`src/rtl/accel_defs.sv`:
```
// accel_defs: shared widths and writeback FSM state encodings for the convolution accelerator
package accel_defs;
    localparam int DATA_W = 18;
    localparam int ADDR_W = 16;
    localparam int DIM_W  = 8;
    typedef enum logic [1:0] {
        WB_IDLE = 2'd0,
        WB_RUN  = 2'd1,
        WB_DONE = 2'd2
    } wb_state_t;
endpackage

```
`src/rtl/result_fifo.sv`:
```
// result_fifo: synchronous FIFO with registered full/empty flags and a synchronous flush
module result_fifo #(
    parameter int DEPTH = 4,
    parameter int WIDTH = 18
) (
    input  logic             clk,
    input  logic             rst,
    input  logic             flush,
    input  logic             push,
    input  logic             pop,
    input  logic [WIDTH-1:0] din,
    output logic [WIDTH-1:0] dout,
    output logic             full,
    output logic             empty
);
    localparam int AW = $clog2(DEPTH);
    logic [WIDTH-1:0] mem [DEPTH];
    logic [AW-1:0] wp, rp;
    logic [AW:0] cnt, cnt_n;
    logic do_push, do_pop;
    // Guard push/pop with the registered flags and compute the next occupancy
    always_comb begin
        do_push = push && !full;
        do_pop = pop && !empty;
        cnt_n = cnt + (AW+1)'(do_push) - (AW+1)'(do_pop);
        dout = mem[rp];
    end
    // Storage array, written only on an accepted push
    always_ff @(posedge clk) begin
        if (do_push && !flush) mem[wp] <= din;
    end
    // Pointers, occupancy and flags; flush empties the buffer like reset
    always_ff @(posedge clk) begin
        if (rst || flush) begin
            wp <= '0;
            rp <= '0;
            cnt <= '0;
            full <= 1'b0;
            empty <= 1'b1;
        end else begin
            if (do_push) wp <= wp + AW'(1);
            if (do_pop) rp <= rp + AW'(1);
            cnt <= cnt_n;
            full <= cnt_n == (AW+1)'(DEPTH);
            empty <= cnt_n == '0;
        end
    end
endmodule

```
`src/rtl/result_writeback.sv`:
```
// result_writeback: buffers DSP results and writes them in raster order to memory; RESULT_RELU_EN clamps negatives to 0
module result_writeback
    import accel_defs::*;
#(
    parameter int FIFO_DEPTH = 4,
    parameter int DATA_W = accel_defs::DATA_W,
    parameter int ADDR_W = accel_defs::ADDR_W
) (
    input  logic              clk,
    input  logic              rst,
    input  logic              start,
    input  logic [DIM_W-1:0]  out_dim,
    input  logic [ADDR_W-1:0] output_memory_offset,
    input  logic              result_valid,
    input  logic [DATA_W-1:0] result_data,
    output logic              result_ready,
    output logic [ADDR_W-1:0] mem_write_addr,
    output logic [DATA_W-1:0] mem_write_data,
    output logic              mem_write_en,
    input  logic              mem_write_grant,
    output logic              overflow,
    output logic              done
);
    wb_state_t state;
    logic full, empty;
    logic [DATA_W-1:0] head, wdata;
    logic [DIM_W-1:0] dim, x, nx;
    logic [ADDR_W-1:0] off, row_base, nrow;
    logic [16:0] total, wcnt, pcnt;
    logic accept, granted, last, pop, wrap;
    result_fifo #(.DEPTH(FIFO_DEPTH), .WIDTH(DATA_W)) u_fifo (
        .clk(clk),
        .rst(rst),
        .flush(start),
        .push(accept),
        .pop(pop),
        .din(result_data),
        .dout(head),
        .full(full),
        .empty(empty)
    );
    // Handshakes, next raster position after a grant, and the optional ReLU on the FIFO head
    always_comb begin
        total = 17'(dim) * 17'(dim);
        result_ready = state == WB_RUN && !full;
        accept = result_valid && result_ready && pcnt < total;
        granted = mem_write_en && mem_write_grant;
        last = granted && wcnt == total - 17'd1;
        pop = state == WB_RUN && (!mem_write_en || mem_write_grant) && !empty;
        wrap = x == dim - DIM_W'(1);
        nx = granted ? (wrap ? '0 : x + DIM_W'(1)) : x;
        nrow = granted && wrap ? row_base + ADDR_W'(dim) : row_base;
`ifdef RESULT_RELU_EN
        wdata = head[DATA_W-1] ? '0 : head;
`else
        wdata = head;
`endif
    end
    // FSM, counters and the held write request; start restarts from any state
    always_ff @(posedge clk) begin
        if (rst) begin
            state <= WB_IDLE;
            dim <= '0;
            off <= '0;
            x <= '0;
            row_base <= '0;
            wcnt <= '0;
            pcnt <= '0;
            mem_write_en <= 1'b0;
            mem_write_addr <= '0;
            mem_write_data <= '0;
            overflow <= 1'b0;
            done <= 1'b0;
        end else if (start) begin
            state <= WB_RUN;
            dim <= out_dim;
            off <= output_memory_offset;
            x <= '0;
            row_base <= '0;
            wcnt <= '0;
            pcnt <= '0;
            mem_write_en <= 1'b0;
            overflow <= 1'b0;
            done <= 1'b0;
        end else begin
            if (result_valid && !accept) overflow <= 1'b1;
            if (accept) pcnt <= pcnt + 17'd1;
            if (granted) wcnt <= wcnt + 17'd1;
            x <= nx;
            row_base <= nrow;
            if (state == WB_RUN && (total == '0 || last)) begin
                state <= WB_DONE;
                done <= 1'b1;
                mem_write_en <= 1'b0;
            end else if (pop) begin
                mem_write_en <= 1'b1;
                mem_write_addr <= off + nrow + ADDR_W'(nx);
                mem_write_data <= wdata;
            end else if (granted) begin
                mem_write_en <= 1'b0;
            end
        end
    end
endmodule

```
`config.mk`:
```
export PLATFORM = sky130hd
export DESIGN_NAME = result_writeback
export DESIGN_NICKNAME = d
export VERILOG_FILES = /design/src/rtl/accel_defs.sv /design/src/rtl/result_fifo.sv /design/src/rtl/result_writeback.sv
export SDC_FILE = /design/constraint.sdc
export NUM_CORES = 1
export LEC_CHECK = 0
export BUFFER_PORTS_ARGS = -buffer_cell sky130_fd_sc_hd__buf_2
export CAP_MARGIN = 10
export CORE_MARGIN = 2
export CORE_UTILIZATION = 62
export CTS_CLUSTER_DIAMETER = 30
export DETAILED_ROUTE_END_ITERATION = 6
export GPL_ROUTABILITY_DRIVEN = 0
export PLACE_DENSITY = 0.85
export SLEW_MARGIN = 25
export SYNTH_ARGS = -nofsm -noshare
export SYNTH_HDL_FRONTEND = slang
export SYNTH_HIERARCHICAL = 1
export SYNTH_SLANG_ARGS = --single-unit
```
`constraint.sdc`:
```
create_clock -name clk -period 9.73 [get_ports clk]
set_input_delay 1.946 -clock clk [delete_from_list [all_inputs] [get_ports clk]]
set_output_delay 1.946 -clock clk [all_outputs]
set_load 0.03 [all_outputs]
```
After elaboration in Yosys (flattened, before gate mapping)
Memory sizes are Yosys's and may differ from the RTL's. A register that Yosys moved wholly into a read port is not among the register bits.
Index checks and enable logic that the tools add are counted.

word-level totals
  register bits = 111
  input port bits = 47
  memories kept = 1
  word-level logic and storage cells = 74
  bits in writable memories = 72

cells by class
  reduce and logical (&&, ||, !) cells = 28
  eq/ne operators = 4
  $add $sub $neg = 12
  $lt $le $gt $ge = 1
  multiplexer cells = 9
  multiply operators = 1
  bitwise gates (word level) = 2

memory list
  memory      depth  bits a word  read ports  clocked after memory_dff  wr ports  RTL line           text
  u_fifo.mem  4      18           1           1                         1         result_fifo.sv:17  logic [WIDTH-1:0] mem [DEPTH];

operators by type and width
  operator                                                              number
  17-bit by 1-bit adder with 17-bit output, second input constant       2
  16-bit by 8-bit adder with 16-bit output                              2
  17-bit == test                                                        1
  17-bit zero test                                                      1
  17-bit by 16-bit < comparator with 1-bit output                       1
  16-bit by 1-bit subtractor with 17-bit output, second input constant  1
  16-bit adder                                                          1
  8-bit by 8-bit multiplier with 16-bit output                          1
  16-bit two-way mux                                                    1
  8-bit two-way mux                                                     2
  1-bit logical AND                                                     13
  8-bit by 1-bit adder with 8-bit output, second input constant         1
  8-bit == test                                                         1
  8-bit by 1-bit subtractor with 8-bit output, second input constant    1
  1-bit two-way mux                                                     6
  1-bit zero test                                                       5
  2-bit by 1-bit adder with 2-bit output, second input constant         2
  2-bit nonzero test                                                    2
  3-bit by 1-bit adder with 3-bit output                                1
  3-bit == test, second input constant                                  1
  3-bit zero test                                                       1
  1-bit logical OR                                                      3
  3-bit AND reduction                                                   1
  3-bit OR reduction                                                    1
  4 further kinds                                                       5

Longest topological paths before layout
Gate-level depths: netlist (run 1).

  depth after elaboration = 8
  gate-level depth with buffers = 34
  gate-level depth less buffers = 30

Cells and area by module
Netlist (run 1), hierarchy kept.

by module, submodules not included
  module            sequential area each (um2)  cells an instance  instances  area each (um2)
  result_writeback  2,402.3                     1,109              1          9,195.1
  result_fifo       2,382.3                     145                1          3,141.8

Worst setup path after synthesis (run 1)
Ideal clock, no wire load.

  path kind = flip-flop to flip-flop
  start point = register dim[3]
  end point = register u_fifo.full
  buffers on the path = 4
  path slack = 2,322 ps
  period minus slack after synthesis = 7,408 ps
  arrival = 7,328 ps
  data required time = 9,650 ps
  stages on the path, launching flop included = 31
  cell sequence = dfxtp_1 > clkbuf_1 > inv_1 > nor2_1 > fa_1 > fa_1 > inv_1 > fa_1 > fa_1 > inv_1 > ha_1 > clkbuf_1 > nand2_1 > nand2_1 > nor3_1 > o31ai_1 > a21oi_1 > xor2_1 > inv_1 > ha_1 > nor4b_1 > a311oi_1 > clkbuf_1 > nor2b_1 > clkbuf_1 > xor2_1 > ha_1 > inv_1 > fa_1 > xnor2_1 > nor3b_1

between the ends
  cells in the longest elaborated chain, start to end = 7

RTL lines
  element                                          RTL line                text
  start, declared                                  result_writeback.sv:27  logic [DIM_W-1:0] dim, x, nx;
  start signal, assigned                           result_writeback.sv:76  dim <= out_dim;
  8-bit by 8-bit multiplier with 16-bit output     result_writeback.sv:44  total = 17'(dim) * 17'(dim);
  17-bit by 16-bit < comparator with 1-bit output  result_writeback.sv:46  accept = result_valid && result_ready && pcnt < total;
  1-bit logical AND                                result_writeback.sv:46
  via accept                                       result_writeback.sv:30  logic accept, granted, last, pop, wrap;
  1-bit logical AND                                result_fifo.sv:23       do_push = push && !full;
  3-bit by 1-bit adder with 3-bit output           result_fifo.sv:25       cnt_n = cnt + (AW+1)'(do_push) - (AW+1)'(do_pop);
  3-bit by 1-bit subtractor with 3-bit output      result_fifo.sv:25
  3-bit == test                                    result_fifo.sv:44       full <= cnt_n == (AW+1)'(DEPTH);
  end signal, assigned                             result_fifo.sv:44
  end, declared                                    result_fifo.sv:13       output logic full,

The timed path passes the listed nets, and every way through them passes these cells.
A chain may end at the register's enable or synchronous reset.

Final worst setup path (run 1)
  start point = register dim[3]
  end point = memory u_fifo.mem[0][13], enable pin

between the ends
  cells in the longest elaborated chain, start to end = 7

RTL lines
  element                                          RTL line                text
  8-bit by 8-bit multiplier with 16-bit output     result_writeback.sv:44
  17-bit by 16-bit < comparator with 1-bit output  result_writeback.sv:46
  1-bit logical AND                                result_writeback.sv:46
  1-bit logical AND                                result_fifo.sv:23
  1-bit logical AND                                result_fifo.sv:30       if (do_push && !flush) mem[wp] <= din;
  1-bit two-way mux                                result_fifo.sv:30
  1-bit two-way mux (not written as such)          result_fifo.sv:30
  end, declared                                    result_fifo.sv:17

No other way between the ends.

==> summary.md, run 1 <==
| Metric | Value |
|---|---|
| Fin crit share | `0.839` |
| Setup repair after global routing missed its margin | `false` |
| Count of routing violations after the opening detailed-route iteration | `about 1000` |
| Hold EP | `mem_write_data[9]` |
| Most repeated cell in the gate-level netlist after synthesis | `sky130_fd_sc_hd__dfxtp_1` |
| Switching power | `0.613 mW` |
| Clock latency on the worst-skew pair | `roughly 0.52 ns` |
| Avg Vias per Cell | `6.11` |
| Number of endpoints failing setup at the final stage | `0` |
| Total power per unit cell area | `about 170 nW/um2` |
| Synth Cell Area | `12300 um2` |
| Reg-to-reg setup timing slack | `1.57 ns` |
| Initial core utilization | `0.632` |
| Share of final-layout standard cells stronger than drive strength 1 | `0.135` |
| Number of non-filler instances in the completed layout | `~1600` |
| Cell types with the highest counts after synthesis | `sky130_fd_sc_hd__dfxtp_1, sky130_fd_sc_hd__nor2_1, sky130_fd_sc_hd__inv_1, sky130_fd_sc_hd__ha_1, sky130_fd_sc_hd__edfxtp_1` |
| Top_reg_cell synth | `sky130_fd_sc_hd__dfxtp_1` |
| Pins over their slew limit | `0` |
| DRC Markers | `0` |
| Root Buffer | `sky130_fd_sc_hd__clkbuf_16` |
| Run status | `completed` |
| Mean Syn Cell Area | `a little under 10 um2` |
| Worst slew margin relative to its limit | `0.315` |
| Die Outline Area | `between 20000 and 25000 um2` |
| Worst setup path startpoint | `dim[3]` |
| CTS buffer count | `37` |
| Internal cell power | `approximately 1.8 mW` |
| Hold buffers post-CTS | `0` |
| CTS tree | `built` |
| I/O pins | `85` |
| Share of power burned in combinational logic | `0.106` |
| Reg-to-Reg Start | `dim[3]` |
| Synth unique cells | `between 70 and 80` |
| Gates resized, CTS repair | `0` |
| Largest cells by area after synthesis | `sky130_fd_sc_hd__dfxtp_1, sky130_fd_sc_hd__edfxtp_1, sky130_fd_sc_hd__ha_1, sky130_fd_sc_hd__fa_1, sky130_fd_sc_hd__xnor2_1` |
| Critical path start-end classification | `reg -> reg` |
| Highest ir drop seen on vdd | `between 0.15 and 0.2 mV` |
| Highest achievable clock rate | `~120 MHz` |
| Area taken by multi-input logic gates | `roughly 7000 um2` |
| Core area | `between 15000 and 20000 um2` |
| Leakage power figure | `about 5.9 nW` |
| Path type of the worst min-delay path | `reg -> reg` |
| Count of TritonRoute iterations in the first routing pass | `5` |
| Filler cells | `between 1000 and 1500` |
| Post-Synthesis Cells | `about 1300` |
| Number of enable-type register cells in the synthesized netlist | `between 70 and 80` |
| Area share of the largest cell type after synthesis | `0.213` |
| Actual slew at the worst max-slew pin | `1.03 ns` |
| Die Ht | `around 150 um` |
| Die W | `roughly 150 um` |
| Residual antenna-violating net count after detailed routing | `0` |
| Fraction of registers with async set or reset after synthesis | `0` |
| Worst hold slack after final layout | `approximately 0.48 ns` |
| Area growth syn-to-layout | `14.7%` |
| Number of antenna violations at the first check in global routing | `0` |
| Path depth of the worst reg2reg path | `22` |
| Data arrival, critical path | `8.29 ns` |
| DR WL/cell | `roughly 19 um` |
| Pin count of the biggest net entering global routing | `69` |
| Number of vias in the routed layout | `~10000` |
| Yosys reg bits | `around 200` |
| # rows | `a little over 50` |
| Count of placed standard cells including taps | `approximately 1500` |
| Largest fanout on the critical path | `18` |
| Port buffer count | `84` |
| Capturing point of the worst reg2reg path | `u_fifo/mem[0][13]` |
| Setup total negative slack | `0 ns` |
| Shortest period the worst path allows | `8.16 ns` |
| Total track usage | `0.287` |
| Diodes inserted | `0` |
| Post-place instance area | `12900 um2` |
| Part of the power in registers | `0.369` |
| Clock group share of total power | `0.525` |
| Leftover overflow at the end of global routing | `0` |
| Total Nets Final | `between 1000 and 1500` |
| Final wirelength | `around 30000 um` |
| Worst Setup Start Kind | `register` |
| Buffer levels on the longest clock path | `3` |
| Count of clock tree sinks | `203` |
| Level count of the clock H-tree | `2` |
| Required time of the critical path | `9.86 ns` |
| First-pass GRT wire length | `a little under 50000 um` |
| Worst hold start | `mem_write_data[9]` |
| Switching portion of total power | `0.249` |
| Area occupied by registers | `about 4800 um2` |
| Sequential cell area fraction in the yosys report | `0.388` |
| Share of the core filled with cells in the final layout | `0.724` |
| Max Cap Violations | `0` |
| Post-detailed-placement half-perimeter wirelength | `roughly 20000 um` |
| Critical path endpoint category | `register` |
| CTS clock-pin slew for the worst setup and hold paths | `0.06 ns` |
| Yosys warning count | `6` |
| Worst clock skew | `~0.029 ns` |
| Hold Path Stages | `2` |
| Number of buffers inserted to repair setup after CTS | `0` |
| Vias in the first global route | `9714` |
| Yosys top cell by area | `sky130_fd_sc_hd__dfxtp_1` |
| Total count of hold-check failures in the final report | `0` |
| Post-synth net total | `between 1000 and 1500` |
| Non-Filler Cell Area, Final | `approximately 14000 um2` |
-- through the flow --
stage	power (mW)	setup slack, ns
2_1_floorplan	1.11	2.32
3_5_place_dp	1.18	1.72
3_3_place_gp	1.17	1.99
6_report	2.46	1.57
4_1_cts	2.47	1.66
5_1_grt	2.54	1.06
-- cell type report --
| class | count | share of cell area |
|---|---|---|
| Clock buffer | 49 | 0.0744 |
| Multi-Input combinational cell | 897 | 0.491 |
| Timing Repair Buffer | 90 | 0.0329 |
| Tap cell | 265 | 0.0234 |
| Sequential cell | 203 | 0.338 |
| Clock inverter | 18 | 0.0147 |
| Inverter | 94 | 0.0249 |
-- cells in the final DEF, fill, tap and decap left out, types with 7 or more instances in the layout --
master                        n
sky130_fd_sc_hd__mux4_1       8
sky130_fd_sc_hd__fa_1        36
sky130_fd_sc_hd__mux4_2      10
sky130_fd_sc_hd__o31ai_1      9
sky130_fd_sc_hd__or4_1        7
sky130_fd_sc_hd__or3_1       14
sky130_fd_sc_hd__and3_1      10
sky130_fd_sc_hd__nor2_1     109
sky130_fd_sc_hd__o21a_1       7
sky130_fd_sc_hd__dfxtp_1    130
sky130_fd_sc_hd__a211oi_1    11
sky130_fd_sc_hd__nand4_1     19
sky130_fd_sc_hd__xor2_1      33
sky130_fd_sc_hd__buf_2       84
sky130_fd_sc_hd__inv_1       94
sky130_fd_sc_hd__mux2i_1     30
sky130_fd_sc_hd__nand2b_1     9
sky130_fd_sc_hd__nand2_1     66
sky130_fd_sc_hd__nor3_1      26
sky130_fd_sc_hd__nand3_1     64
sky130_fd_sc_hd__o21ai_0     55
sky130_fd_sc_hd__clkbuf_16   38
sky130_fd_sc_hd__xnor2_1     50
sky130_fd_sc_hd__and2_1      42
sky130_fd_sc_hd__a21oi_1     70
sky130_fd_sc_hd__edfxtp_1    72
sky130_fd_sc_hd__nor2b_1     15
sky130_fd_sc_hd__ha_1        84
sky130_fd_sc_hd__a21o_1      10
sky130_fd_sc_hd__nor4_1      10
-- logic make-up (layout without fill, tap and decap cells) --
kind of cell	Yosys count	count (layout)	synth area share
buffers and inverters	154	251	0.0497
DFF	203	203	0.388
AOI/OAI and AO/OA	216	216	0.110
and+or+nand+nor	423	423	0.177
adders and majority gates	120	120	0.144
xor gates and xnor gates	90	90	0.0719
muxes	48	48	0.0596
-- worst max-delay path by stage --
| stage | endpoint | slack, ns | cells past startpoint |
|---|---|---|---|
| CTS | u_fifo/mem[0][13] | 1.66 | 24 |
| finish | u_fifo/mem[0][13] | 1.57 | 22 |
| detailed placement | u_fifo/mem[0][13] | 1.72 | 24 |
| global route | u_fifo/mem[0][13] | 1.06 | 24 |
| floorplan | u_fifo/full | 2.32 | 30 |
| global placement | u_fifo/mem[0][13] | 1.99 | 22 |
-- worst max-delay path: stages (launching register included) --
cell and delay (ns):
sky130_fd_sc_hd__dfxtp_1 0.59, sky130_fd_sc_hd__inv_1 0.16, sky130_fd_sc_hd__nor2_1 0.22, sky130_fd_sc_hd__fa_1 0.48
sky130_fd_sc_hd__fa_1 0.54, sky130_fd_sc_hd__inv_1 0.05, sky130_fd_sc_hd__fa_1 0.50, sky130_fd_sc_hd__fa_1 0.54
sky130_fd_sc_hd__inv_1 0.04, sky130_fd_sc_hd__ha_1 0.44, sky130_fd_sc_hd__nand3_1 0.20, sky130_fd_sc_hd__nand2_1 0.06
sky130_fd_sc_hd__nor3_1 0.39, sky130_fd_sc_hd__o31ai_1 0.11, sky130_fd_sc_hd__a21oi_1 0.18, sky130_fd_sc_hd__xor2_1 0.69
sky130_fd_sc_hd__inv_1 0.11, sky130_fd_sc_hd__ha_1 0.32, sky130_fd_sc_hd__nor4b_1 0.15, sky130_fd_sc_hd__a311oi_1 0.40
sky130_fd_sc_hd__nor2b_1 0.48, sky130_fd_sc_hd__nor2b_1 0.29, sky130_fd_sc_hd__and2_1 0.83
-- state kept, by name (all words and copies together) (netlist names), named ones only --
| name | flops |
|---|---|
| u_fifo/cnt | 3 |
| u_fifo/wp | 2 |
| dim | 8 |
| wcnt | 17 |
| mem_write_data | 18 |
| u_fifo/rp | 2 |
| overflow | 1 |
| state | 2 |
| u_fifo/mem | 72 |
| mem_write_addr | 16 |
| u_fifo/empty | 1 |
| x | 8 |
| mem_write_en | 1 |
| u_fifo/full | 1 |
| pcnt | 17 |
| off | 16 |
| row_base | 16 |
-- power by group through the flow --
stage                     sequential [mW]  clock, mW  combinational, mW
after global placement              0.922          0              0.246
final                               0.907       1.29              0.261
after floorplan                     0.918          0              0.192
after global routing                0.908       1.34              0.287
after detailed placement            0.923          0              0.254
after CTS                           0.907       1.30              0.258
-- per-layer routing --
metal | global-route usage | up-vias | wire (um)
met5 | 0 | - | 0
met4 | 0.100 | 0 | 937
met3 | 0.0491 | 92 | 2240
met2 | 0.476 | 434 | 14600
met1 | 0.382 | 4747 | 12500
li1 | - | 4607 | -
Power figures use the tool's default switching activity.
==> run 2: changes to the inputs <==
Clock period 9.73 ns to 7.6 ns, I/O delays scaled along.
==> summary.md, run 2 (synthesis gave the netlist of run 1 again) <==
| Metric | Value |
|---|---|
| Filler cells | `1338 (was 1350)` |
| Port buffer count | `84 (unchanged)` |
| Area growth syn-to-layout | `16.1% (was 14.7%)` |
| Commonest cells after routing, fill and taps aside | `sky130_fd_sc_hd__dfxtp_1, sky130_fd_sc_hd__nor2_1, sky130_fd_sc_hd__inv_1 (unchanged)` |
| Area occupied by registers | `4790 um2 (about the same)` |
| Clock latency on the worst-skew pair | `0.51 ns (was 0.52 ns)` |
| Pins over their slew limit | `0 (unchanged)` |
| Number of antenna violations at the first check in global routing | `0 (unchanged)` |
| Required time of the critical path | `8.03 ns (was 9.86 ns)` |
| Area taken by multi-input logic gates | `6980 um2 (was 6950 um2)` |
| Die Ht | `145 um (unchanged)` |
| CTS clock-pin slew for the worst setup and hold paths | `0.05 ns (was 0.06 ns)` |
| Max Cap Violations | `0 (unchanged)` |
| Setup repair after global routing missed its margin | `false (unchanged)` |
| Leftover overflow at the end of global routing | `0 (unchanged)` |
| Worst hold start | `overflow (was mem_write_data[9])` |
| I/O pins | `85 (unchanged)` |
| Root Buffer | `sky130_fd_sc_hd__clkbuf_16 (unchanged)` |
| Leakage power figure | `6.03 nW (was 5.94 nW)` |
| Share of final-layout standard cells stronger than drive strength 1 | `0.150 (was 0.135)` |
| Hold Path Stages | `2 (unchanged)` |
| Fin crit share | `0.928 (was 0.839)` |
| Worst clock skew | `0.0241 ns (was 0.0286 ns)` |
| Initial core utilization | `0.632 (unchanged)` |
| Level count of the clock H-tree | `2 (unchanged)` |
| Setup total negative slack | `0 ns (unchanged)` |
| Run status | `completed (unchanged)` |
| Reg-to-reg setup timing slack | `0.54 ns (was 1.57 ns)` |
| First-pass GRT wire length | `49400 um (was 49100 um)` |
| Critical path endpoint category | `register (unchanged)` |
| Total power per unit cell area | `223 nW/um2 (was 174 nW/um2)` |
| Reg-to-Reg Start | `dim[0] (was dim[3])` |
| Count of placed standard cells including taps | `1562 (was 1549)` |
| Total count of hold-check failures in the final report | `0 (unchanged)` |
| Most used cell, CP | `sky130_fd_sc_hd__inv_1` |
| Pin count of the biggest net entering global routing | `69 (unchanged)` |
| Worst slew margin relative to its limit | `0.314 (was 0.315)` |
| Core area | `19500 um2 (unchanged)` |
| Largest fanout on the critical path | `16 (was 18)` |
| Avg Vias per Cell | `6.06 (was 6.11)` |
| Vias in the first global route | `9821 (was 9714)` |
| Number of non-filler instances in the completed layout | `1631 (was 1616)` |
| Die W | `145 um (unchanged)` |
| Count of clock tree sinks | `203 (unchanged)` |
| Number of flip-flops under the largest register name | `72 (unchanged)` |
| DR WL/cell | `18.6 um (was 18.8 um)` |
| Total track usage | `0.286 (was 0.287)` |
| Buffer levels on the longest clock path | `3 (unchanged)` |
| Largest regs | `u_fifo/mem: 72 flops, mem_write_data: 18 flops (unchanged)` |
| Hold buffers post-CTS | `0 (unchanged)` |
| Register with the most flip-flops | `u_fifo/mem (unchanged)` |
| Die Outline Area | `21000 um2 (unchanged)` |
| Count of TritonRoute iterations in the first routing pass | `5 (unchanged)` |
| Worst hold slack after final layout | `0.467 ns (was 0.477 ns)` |
| Number of endpoints failing setup at the final stage | `0 (unchanged)` |
| Shortest period the worst path allows | `7.06 ns (was 8.16 ns)` |
| Post-detailed-placement half-perimeter wirelength | `20000 um (was 20400 um)` |
| # rows | `51 (unchanged)` |
| Data arrival, critical path | `7.49 ns (was 8.29 ns)` |
| Non-Filler Cell Area, Final | `14300 um2 (was 14100 um2)` |
| Critical path start-end classification | `reg -> reg (unchanged)` |
| Highest ir drop seen on vdd | `0.210 mV (was 0.177 mV)` |
| CTS tree | `built (unchanged)` |
| Worst Setup Start Kind | `register (unchanged)` |
| Total Nets Final | `1504 (was 1490)` |
| Actual slew at the worst max-slew pin | `1.03 ns (about the same)` |
| Final wirelength | `30400 um (was 30300 um)` |
| Path depth of the worst reg2reg path | `30 (was 22)` |
| DRC Markers | `0 (unchanged)` |
| Count of routing violations after the opening detailed-route iteration | `890 (was 999)` |
| Most common cell after layout, fill and taps aside | `sky130_fd_sc_hd__dfxtp_1 (unchanged)` |
| Capturing point of the worst reg2reg path | `u_fifo/full (was u_fifo/mem[0][13])` |
| Delay of the slowest critical-path stage | `0.57 ns (was 0.83 ns)` |
| CTS buffer count | `37 (unchanged)` |
| Path type of the worst min-delay path | `reg -> reg (unchanged)` |
| Number of vias in the routed layout | `9887 (was 9880)` |
| Post-place instance area | `13000 um2 (was 12900 um2)` |
| Diodes inserted | `0 (unchanged)` |
| Hold EP | `overflow (was mem_write_data[9])` |
| Highest achievable clock rate | `142 MHz (was 123 MHz)` |
| Slowest library cell on the worst path | `sky130_fd_sc_hd__fa_1 (was sky130_fd_sc_hd__and2_1)` |
| Residual antenna-violating net count after detailed routing | `0 (unchanged)` |
==> run 2: cell count changes in the layout (fill, tap and decap cells not counted), moves of 2 or more <==
cell / before / now
sky130_fd_sc_hd__clkbuf_8: 6 / 3
sky130_fd_sc_hd__clkinvlp_4: 0 / 2
sky130_fd_sc_hd__clkinv_2: 5 / 7
sky130_fd_sc_hd__dfxtp_1: 130 / 128
sky130_fd_sc_hd__dfxtp_2: 1 / 3
sky130_fd_sc_hd__inv_6: 6 / 3
sky130_fd_sc_hd__buf_4: 6 / 20
sky130_fd_sc_hd__bufinv_16: 3 / 5
==> run 2: stage by stage <==
| stage | setup WS, ns | utilization | total power, mW |
|---|---|---|---|
| 2_1_floorplan | 0.192 | - | 1.42 |
| 3_3_place_gp | 0.474 | 0.665 | 1.50 |
| 3_5_place_dp | 0.323 | 0.665 | 1.51 |
| 4_1_cts | 0.250 | 0.731 | 3.21 |
| 5_1_grt | 0.0161 | 0.733 | 3.30 |
| 6_report | 0.544 | 0.733 | 3.20 |
==> run 2: worst max-delay path, delay by kind of cell, from the launching register on <==
kind	cells	cell delay (ns)
fa+ha+maj	8	2.67
xor+xnor	3	0.78
compound gates	7	1.53
buf+inv	8	0.94
flops	1	0.34
simple gates	4	0.72
==> run 2: worst max path at each step <==
| stage | start | to | slack (ns) | cells past startpoint |
|---|---|---|---|---|
| after floorplan | dim[3] | u_fifo/full | 0.19 | 30 |
| after global placement | dim[7] | u_fifo/full | 0.47 | 27 |
| after detailed placement | dim[7] | u_fifo/full | 0.32 | 27 |
| after CTS | dim[7] | u_fifo/full | 0.25 | 27 |
| after global routing | dim[0] | u_fifo/full | 0.02 | 30 |
| final | dim[0] | u_fifo/full | 0.54 | 30 |
==> run 2: layout make-up <==
type,count,area share
inverters,94,0.0246
clock inverters,22,0.0187
flip-flops and latches,203,0.334
repair buffers,104,0.0398
clock buffers,46,0.0721
well taps,265,0.0232
multi-input cells,897,0.487
==> run 2: what timing repair did <==
action | CTS | global route
setup buffers | 0 | 1
endpoints found under the setup margin | 0 | 85
hold endpoints to repair | 0 | 0
resized for setup | 0 | 7
==> run 2: layer usage <==
layer / vias up / global-route usage / wire length, um
met5: - / 0 / 0
met4: 0 / 0.0931 / 822
met3: 78 / 0.0604 / 2430
met2: 447 / 0.480 / 14800
met1: 4744 / 0.371 / 12300
li1: 4618 / - / -
==> run 2: where the power goes <==
part / switching [mW] / internal (mW) / total [mW]
sequential: 0.0127 / 1.14 / 1.16
clock: 0.557 / 1.14 / 1.70
combinational: 0.208 / 0.141 / 0.349
total: 0.778 / 2.42 / 3.20
